File: src/rtl/debug_mem_bridge_pkg.sv
// Shared register map, status/control bit positions and bus FSM encoding
// for the JTAG debug memory bridge.
package debug_mem_bridge_pkg;

    localparam logic [2:0] REG_ID      = 3'd0;
    localparam logic [2:0] REG_ADDR    = 3'd1;
    localparam logic [2:0] REG_DATA    = 3'd2;
    localparam logic [2:0] REG_CTRL    = 3'd3;
    localparam logic [2:0] REG_STATUS  = 3'd4;
    localparam logic [2:0] REG_SCRATCH = 3'd5;

    localparam int CTRL_GO      = 0;
    localparam int CTRL_AUTOINC = 1;

    localparam int STAT_BUSY = 0;
    localparam int STAT_ERR  = 1;
    localparam int STAT_DONE = 2;

    typedef enum logic [1:0] {
        ST_IDLE   = 2'd0,
        ST_BUS_WR = 2'd1,
        ST_BUS_RD = 2'd2
    } bus_state_t;

endpackage

File: src/rtl/debug_mem_bridge_timeout_ctr.sv
// Bus watchdog: counts cycles while enabled and flags the cycle in which
// the count would reach TIMEOUT.
module bus_timeout_ctr #(
    parameter int TIMEOUT = 255
) (
    input  logic clk,
    input  logic rst_n,
    input  logic clr,
    input  logic en,
    output logic expire
);
    localparam int W = $clog2(TIMEOUT + 1);
    localparam logic [W-1:0] TERM = W'(TIMEOUT);
    localparam logic [W-1:0] LAST = W'(TIMEOUT - 1);

    logic [W-1:0] cnt;

    always_ff @(posedge clk or negedge rst_n) begin
        if (!rst_n) begin
            cnt <= '0;
        end else if (clr) begin
            cnt <= '0;
        end else if (en && (cnt != TERM)) begin
            cnt <= cnt + 1'b1;
        end
    end

    // Flagging one count early makes the request last exactly TIMEOUT cycles.
    assign expire = en && (cnt == LAST);

endmodule

File: src/rtl/debug_mem_bridge.sv
// Debug-port register file that turns DATA/CTRL accesses into single-word
// req/ack bus transactions with auto-increment, status and timeout.
//
// state     | meaning
// ST_IDLE   | no transaction, bus request low
// ST_BUS_WR | write in flight, waiting for ack or timeout
// ST_BUS_RD | read in flight, waiting for ack or timeout
module debug_mem_bridge #(
    parameter logic [31:0] ID_VALUE = 32'h44425031,
    parameter int          TIMEOUT  = 255,
    parameter int          ADDR_INC = 4
) (
    input  logic        clk,
    input  logic        rst_n,
    input  logic        i_rd,
    input  logic        i_wr,
    input  logic [2:0]  i_addr,
    input  logic [31:0] i_wdata,
    output logic [31:0] o_rdata,
    output logic        o_bus_req,
    output logic        o_bus_we,
    output logic [31:0] o_bus_addr,
    output logic [31:0] o_bus_wdata,
    input  logic        i_bus_ack,
    input  logic [31:0] i_bus_rdata
);
    import debug_mem_bridge_pkg::*;

    bus_state_t state, state_nxt;

    logic [31:0] addr_q;
    logic [31:0] rdata_q;
    logic [31:0] scratch_q;
    logic        autoinc_q;
    logic        err_q;
    logic        done_q;

    logic        busy;
    logic        expire;
    logic        wr_addr, wr_data, wr_ctrl, wr_status, wr_scratch;
    logic        launch_wr, launch_rd;
    logic        busy_drop;
    logic        ack_hit;
    logic        timeout_hit;
    logic [31:0] rd_mux;

    assign busy       = (state != ST_IDLE);
    assign wr_addr    = i_wr && (i_addr == REG_ADDR);
    assign wr_data    = i_wr && (i_addr == REG_DATA);
    assign wr_ctrl    = i_wr && (i_addr == REG_CTRL);
    assign wr_status  = i_wr && (i_addr == REG_STATUS);
    assign wr_scratch = i_wr && (i_addr == REG_SCRATCH);

    assign launch_wr   = wr_data && !busy;
    assign launch_rd   = wr_ctrl && i_wdata[CTRL_GO] && !busy;
    assign busy_drop   = busy && (wr_addr || wr_data || wr_ctrl);
    assign ack_hit     = busy && i_bus_ack;
    // An ack in the expiry cycle still completes the transaction cleanly.
    assign timeout_hit = expire && !i_bus_ack;

    assign o_bus_req = busy;

    bus_timeout_ctr #(
        .TIMEOUT (TIMEOUT)
    ) u_timeout (
        .clk    (clk),
        .rst_n  (rst_n),
        .clr    (!busy),
        .en     (busy),
        .expire (expire)
    );

    always_ff @(posedge clk or negedge rst_n) begin
        if (!rst_n) begin
            state <= ST_IDLE;
        end else begin
            state <= state_nxt;
        end
    end

    always_comb begin
        state_nxt = state;
        unique case (state)
            ST_IDLE: begin
                if (launch_wr) begin
                    state_nxt = ST_BUS_WR;
                end else if (launch_rd) begin
                    state_nxt = ST_BUS_RD;
                end
            end
            ST_BUS_WR, ST_BUS_RD: begin
                if (i_bus_ack || expire) begin
                    state_nxt = ST_IDLE;
                end
            end
            default: state_nxt = ST_IDLE;
        endcase
    end

    always_comb begin
        rd_mux = '0;
        unique case (i_addr)
            REG_ID:      rd_mux = ID_VALUE;
            REG_ADDR:    rd_mux = addr_q;
            REG_DATA:    rd_mux = rdata_q;
            REG_CTRL:    rd_mux = {30'b0, autoinc_q, 1'b0};
            REG_STATUS:  rd_mux = {29'b0, done_q, err_q, busy};
            REG_SCRATCH: rd_mux = scratch_q;
            default:     rd_mux = '0;
        endcase
    end

    always_ff @(posedge clk or negedge rst_n) begin
        if (!rst_n) begin
            o_bus_we    <= 1'b0;
            o_bus_addr  <= '0;
            o_bus_wdata <= '0;
        end else if (launch_wr) begin
            o_bus_we    <= 1'b1;
            o_bus_addr  <= addr_q;
            o_bus_wdata <= i_wdata;
        end else if (launch_rd) begin
            o_bus_we    <= 1'b0;
            o_bus_addr  <= addr_q;
            o_bus_wdata <= '0;
        end
    end

    always_ff @(posedge clk or negedge rst_n) begin
        if (!rst_n) begin
            addr_q    <= '0;
            rdata_q   <= '0;
            scratch_q <= '0;
            autoinc_q <= 1'b0;
            err_q     <= 1'b0;
            done_q    <= 1'b0;
            o_rdata   <= '0;
        end else begin
            if (i_rd) begin
                o_rdata <= rd_mux;
            end

            if (wr_addr && !busy) begin
                addr_q <= i_wdata;
            end else if (ack_hit && autoinc_q) begin
                addr_q <= addr_q + 32'(ADDR_INC);
            end

            if (ack_hit && (state == ST_BUS_RD)) begin
                rdata_q <= i_bus_rdata;
            end

            if (wr_ctrl && !busy) begin
                autoinc_q <= i_wdata[CTRL_AUTOINC];
            end

            if (wr_scratch) begin
                scratch_q <= i_wdata;
            end

            // Setting events take priority over a same-cycle software clear.
            if (timeout_hit || busy_drop) begin
                err_q <= 1'b1;
            end else if (wr_status && i_wdata[STAT_ERR]) begin
                err_q <= 1'b0;
            end

            if (ack_hit) begin
                done_q <= 1'b1;
            end else if (wr_status && i_wdata[STAT_DONE]) begin
                done_q <= 1'b0;
            end
        end
    end

endmodule

File: config.mk
export PLATFORM = sky130hd
export DESIGN_NAME = debug_mem_bridge
export DESIGN_NICKNAME = d
export VERILOG_FILES = /design/src/rtl/debug_mem_bridge_pkg.sv /design/src/rtl/debug_mem_bridge_timeout_ctr.sv /design/src/rtl/debug_mem_bridge.sv
export SDC_FILE = /design/constraint.sdc
export NUM_CORES = 1
export LEC_CHECK = 0
export CAP_MARGIN = 20
export CORE_ASPECT_RATIO = 0.75
export CORE_MARGIN = 4
export CORE_UTILIZATION = 53
export DETAILED_ROUTE_END_ITERATION = 10
export GPL_TIMING_DRIVEN = 0
export PLACE_DENSITY = 0.85
export SYNTH_ARGS = -nofsm -noshare
export SYNTH_HDL_FRONTEND = slang
export SYNTH_SLANG_ARGS = --single-unit
export TNS_END_PERCENT = 10
File: constraint.sdc
create_clock -name clk -period 2.8 [get_ports clk]
set_input_delay 0.56 -clock clk [delete_from_list [all_inputs] [get_ports clk]]
set_output_delay 0.56 -clock clk [all_outputs]
set_load 0.05 [all_outputs]
==> run summary <==
Pre-Repair DR Iteration Count -> 5
Synthesized area -> 9350 um2
Final antenna-violating net count -> 0
Reg-to-reg slack, setup -> 0.28 ns
Cell Rows -> 41
Max-cap violations -> 0
Syn Inst Count -> 825
# port buffers -> 167
Main synth FF type -> dfrtp_1
Hold WS -> 0.0559 ns
Number of DRC markers in iteration 0 -> 961
Worst R2R End -> o_bus_wdata[31]$_DFFE_PN0P_
Synth cell types -> 59
Clk buf depth -> 3
Worst Setup Start Kind -> flip-flop
Global-route usage over all layers -> 27.8%
Post-synth EDFFs -> 0
Total number of vias -> 7767
Pleak -> 0.00531 uW
Clock root cell -> clkbuf_16
Crit Path Max Fanout -> 10
Clock Skews -> 0.00978 ns
Slew Limit Fails -> 0
RSZ-0062 raised after global routing -> yes
Final WS setup -> 0.00582 ns
Initial Util -> 54.7%
Worst Max-Slew Pin Slew -> 0.689 ns
Detailed Route WL -> 27.8 mm
Via density -> 6.14
Vias in the first global route -> 7754
Dpl hpwl -> 19.6 mm
CTS tree -> done
Setup_tns -> 0 ns
WL per Instance -> 21.9 um
Period utilization -> 99.8%
Data required, critical path -> 2.24 ns
Status -> completed
Worst min path class -> primary input to asynchronous set/reset pin
Layout area overhead -> 29.2%
Num Clock Sinks -> 206
Final Hold Fails -> 0
VDD IR max -> 0.863 mV
I/O pins -> 170
Power density over the cells -> 1070 nW/um2
Grt total ovfl -> 0
Most frequent cells in the layout -> dfrtp_1, clkdlybuf4s50_1, mux2_2, a21oi_1, nand2_1
Crit path DAT -> 2.23 ns
Fill cells -> 1203
Hold-fix buffers, CTS -> 0
Pre-CTS setup slack -> -0.359 ns
Sequential-to-total area share from yosys stat -> 55.1%
DIE AREA -> 19900 um2
Worst skew pair latency -> 0.50 ns
R2R depth -> 8
CTS Buf Count -> 20
DIE WIDTH -> 161 um
DRC -> 0
RePlAce Congestion -> 0.941
Tmin final -> 2.79 ns
Die Height -> 123 um
Global-route wire length before repair -> 43.4 mm
Critical path class -> flip-flop to output pin
Synth warn -> 0
Antenna diode count -> 0
Pin count of the biggest net entering global routing -> 117
Clock slew at reported path FFs -> 0.07 ns
Core ar. -> 17100 um2
Reg2Reg Launch Point -> state[0]$_DFFE_PN0P_
Post-synth ARST share -> 100%
Fraction of layout cells with a size suffix above 1 -> 15.9%
Synth Net Count -> 902
Final nets -> 1092
Crit. Startpoint -> state[0]$_DFFE_PN0P_
Final setup violation count -> 0
CP endpoint kind -> output pin
Commonest non-fill, non-tap cell in the layout -> dfrtp_1
Mean Syn Cell Area -> 11.3 um2
Initial antenna violation count -> 0
Flops & latches, synth -> 206
Fmax achieved -> 358 MHz
Max transition margin -> 54.1%
CTS H-tree depth -> 1
-- metrics by stage --
stage               utilization [%]  total power [uW]  cell area (um2)  instances
floorplan                         -              7990             9350        825
global placement               66.2              9740            11300       1228
detailed placement             66.4              9900            11300       1229
CTS                            70.7             12900            12100       1265
global route                   70.7             13400            12100       1265
finish                         70.7             12900            12100       1265
-- cell families (layout without fill, tap and decap cells) --
logic type,after synthesis,count (layout),share of synthesized area [%]
AOI/OAI and AO/OA,187,187,13.4
buffers and inverters,103,307,4.82
muxes,123,123,14.5
and+or+nand+nor,193,193,10.7
xor gates and xnor gates,8,8,0.749
DFF,206,206,55.1
adders and majority gates,5,5,0.669
-- power breakdown --
part / leakage (uW) / internal (uW) / switching (uW)
clock: 0.000344 / 1740 / 1210
combinational: 0.00231 / 1940 / 3110
sequential: 0.00266 / 4000 / 897
-- critical path: stages, from the launching register on --
cell and delay [ns]:
dfrtp_1 0.36, inv_1 0.08, ha_1 0.29, clkbuf_2 0.24
inv_1 0.21, dlygate4sd2_1 0.55
-- worst max path at each step --
| stage | to | slack, ns |
|---|---|---|
| after floorplan | o_bus_addr[15]$_DFFE_PN0P_ | 0.73 |
| after global placement | o_bus_wdata[20]$_DFFE_PN0P_ | -7.31 |
| after detailed placement | o_bus_wdata[16]$_DFFE_PN0P_ | -0.36 |
| after CTS | o_bus_req | 0.02 |
| after global routing | o_bus_req | -0.06 |
| final | o_bus_req | 0.006 |
-- per-layer routing --
metal	wire length, um	GRT usage, %	share of wire [%]
met4	527	6.77	1.9
met1	12000	40.9	43
met2	12200	42.7	44
met3	3030	6.23	11
met5	0	0	0
-- area by class of cell --
type / count / area [um2] / area share [%]
repair buffers: 168 / 1700 / 14.1
clock buffers: 24 / 567 / 4.69
clock inverters: 12 / 156 / 1.30
flip-flops and latches: 206 / 5150 / 42.7
well taps: 236 / 295 / 2.45
multi-input cells: 516 / 3750 / 31.0
inverters: 46 / 173 / 1.43
plain buffers: 57 / 280 / 2.32
-- cell usage after synthesis (7+ instances only) --
cell / instances / area, um2
a2bb2oi_1: 8 / 70.1
mux2i_1: 25 / 250
mux2_2: 98 / 1100
a31oi_1: 7 / 43.8
dfrtp_1: 206 / 5150
inv_1: 46 / 173
a21oi_1: 56 / 280
nand4_1: 13 / 81.3
clkbuf_1: 35 / 131
o22ai_1: 32 / 200
buf_2: 8 / 40.0
o21ai_0: 16 / 80.1
and3_1: 14 / 87.6
nand3_1: 23 / 115
a22o_1: 32 / 280
nor2_1: 45 / 169
nand2_1: 53 / 199
o211ai_1: 7 / 52.6
-- timing repair --
item / in CTS / in global routing
gates resized for setup: 2 / 3
buffers inserted: 0 / 0
setup endpoints to repair: 1 / 50
-- registers in the layout, summed over array words and instances, names as in the netlist --
register / count
err_q: 1
done_q: 1
rdata_q: 32
autoinc_q: 1
state: 2
o_bus_we: 1
o_bus_addr: 32
u_timeout.cnt: 8
o_rdata: 32
addr_q: 32
o_bus_wdata: 32
scratch_q: 32
No activity file was read; power rests on OpenSTA's default activity.
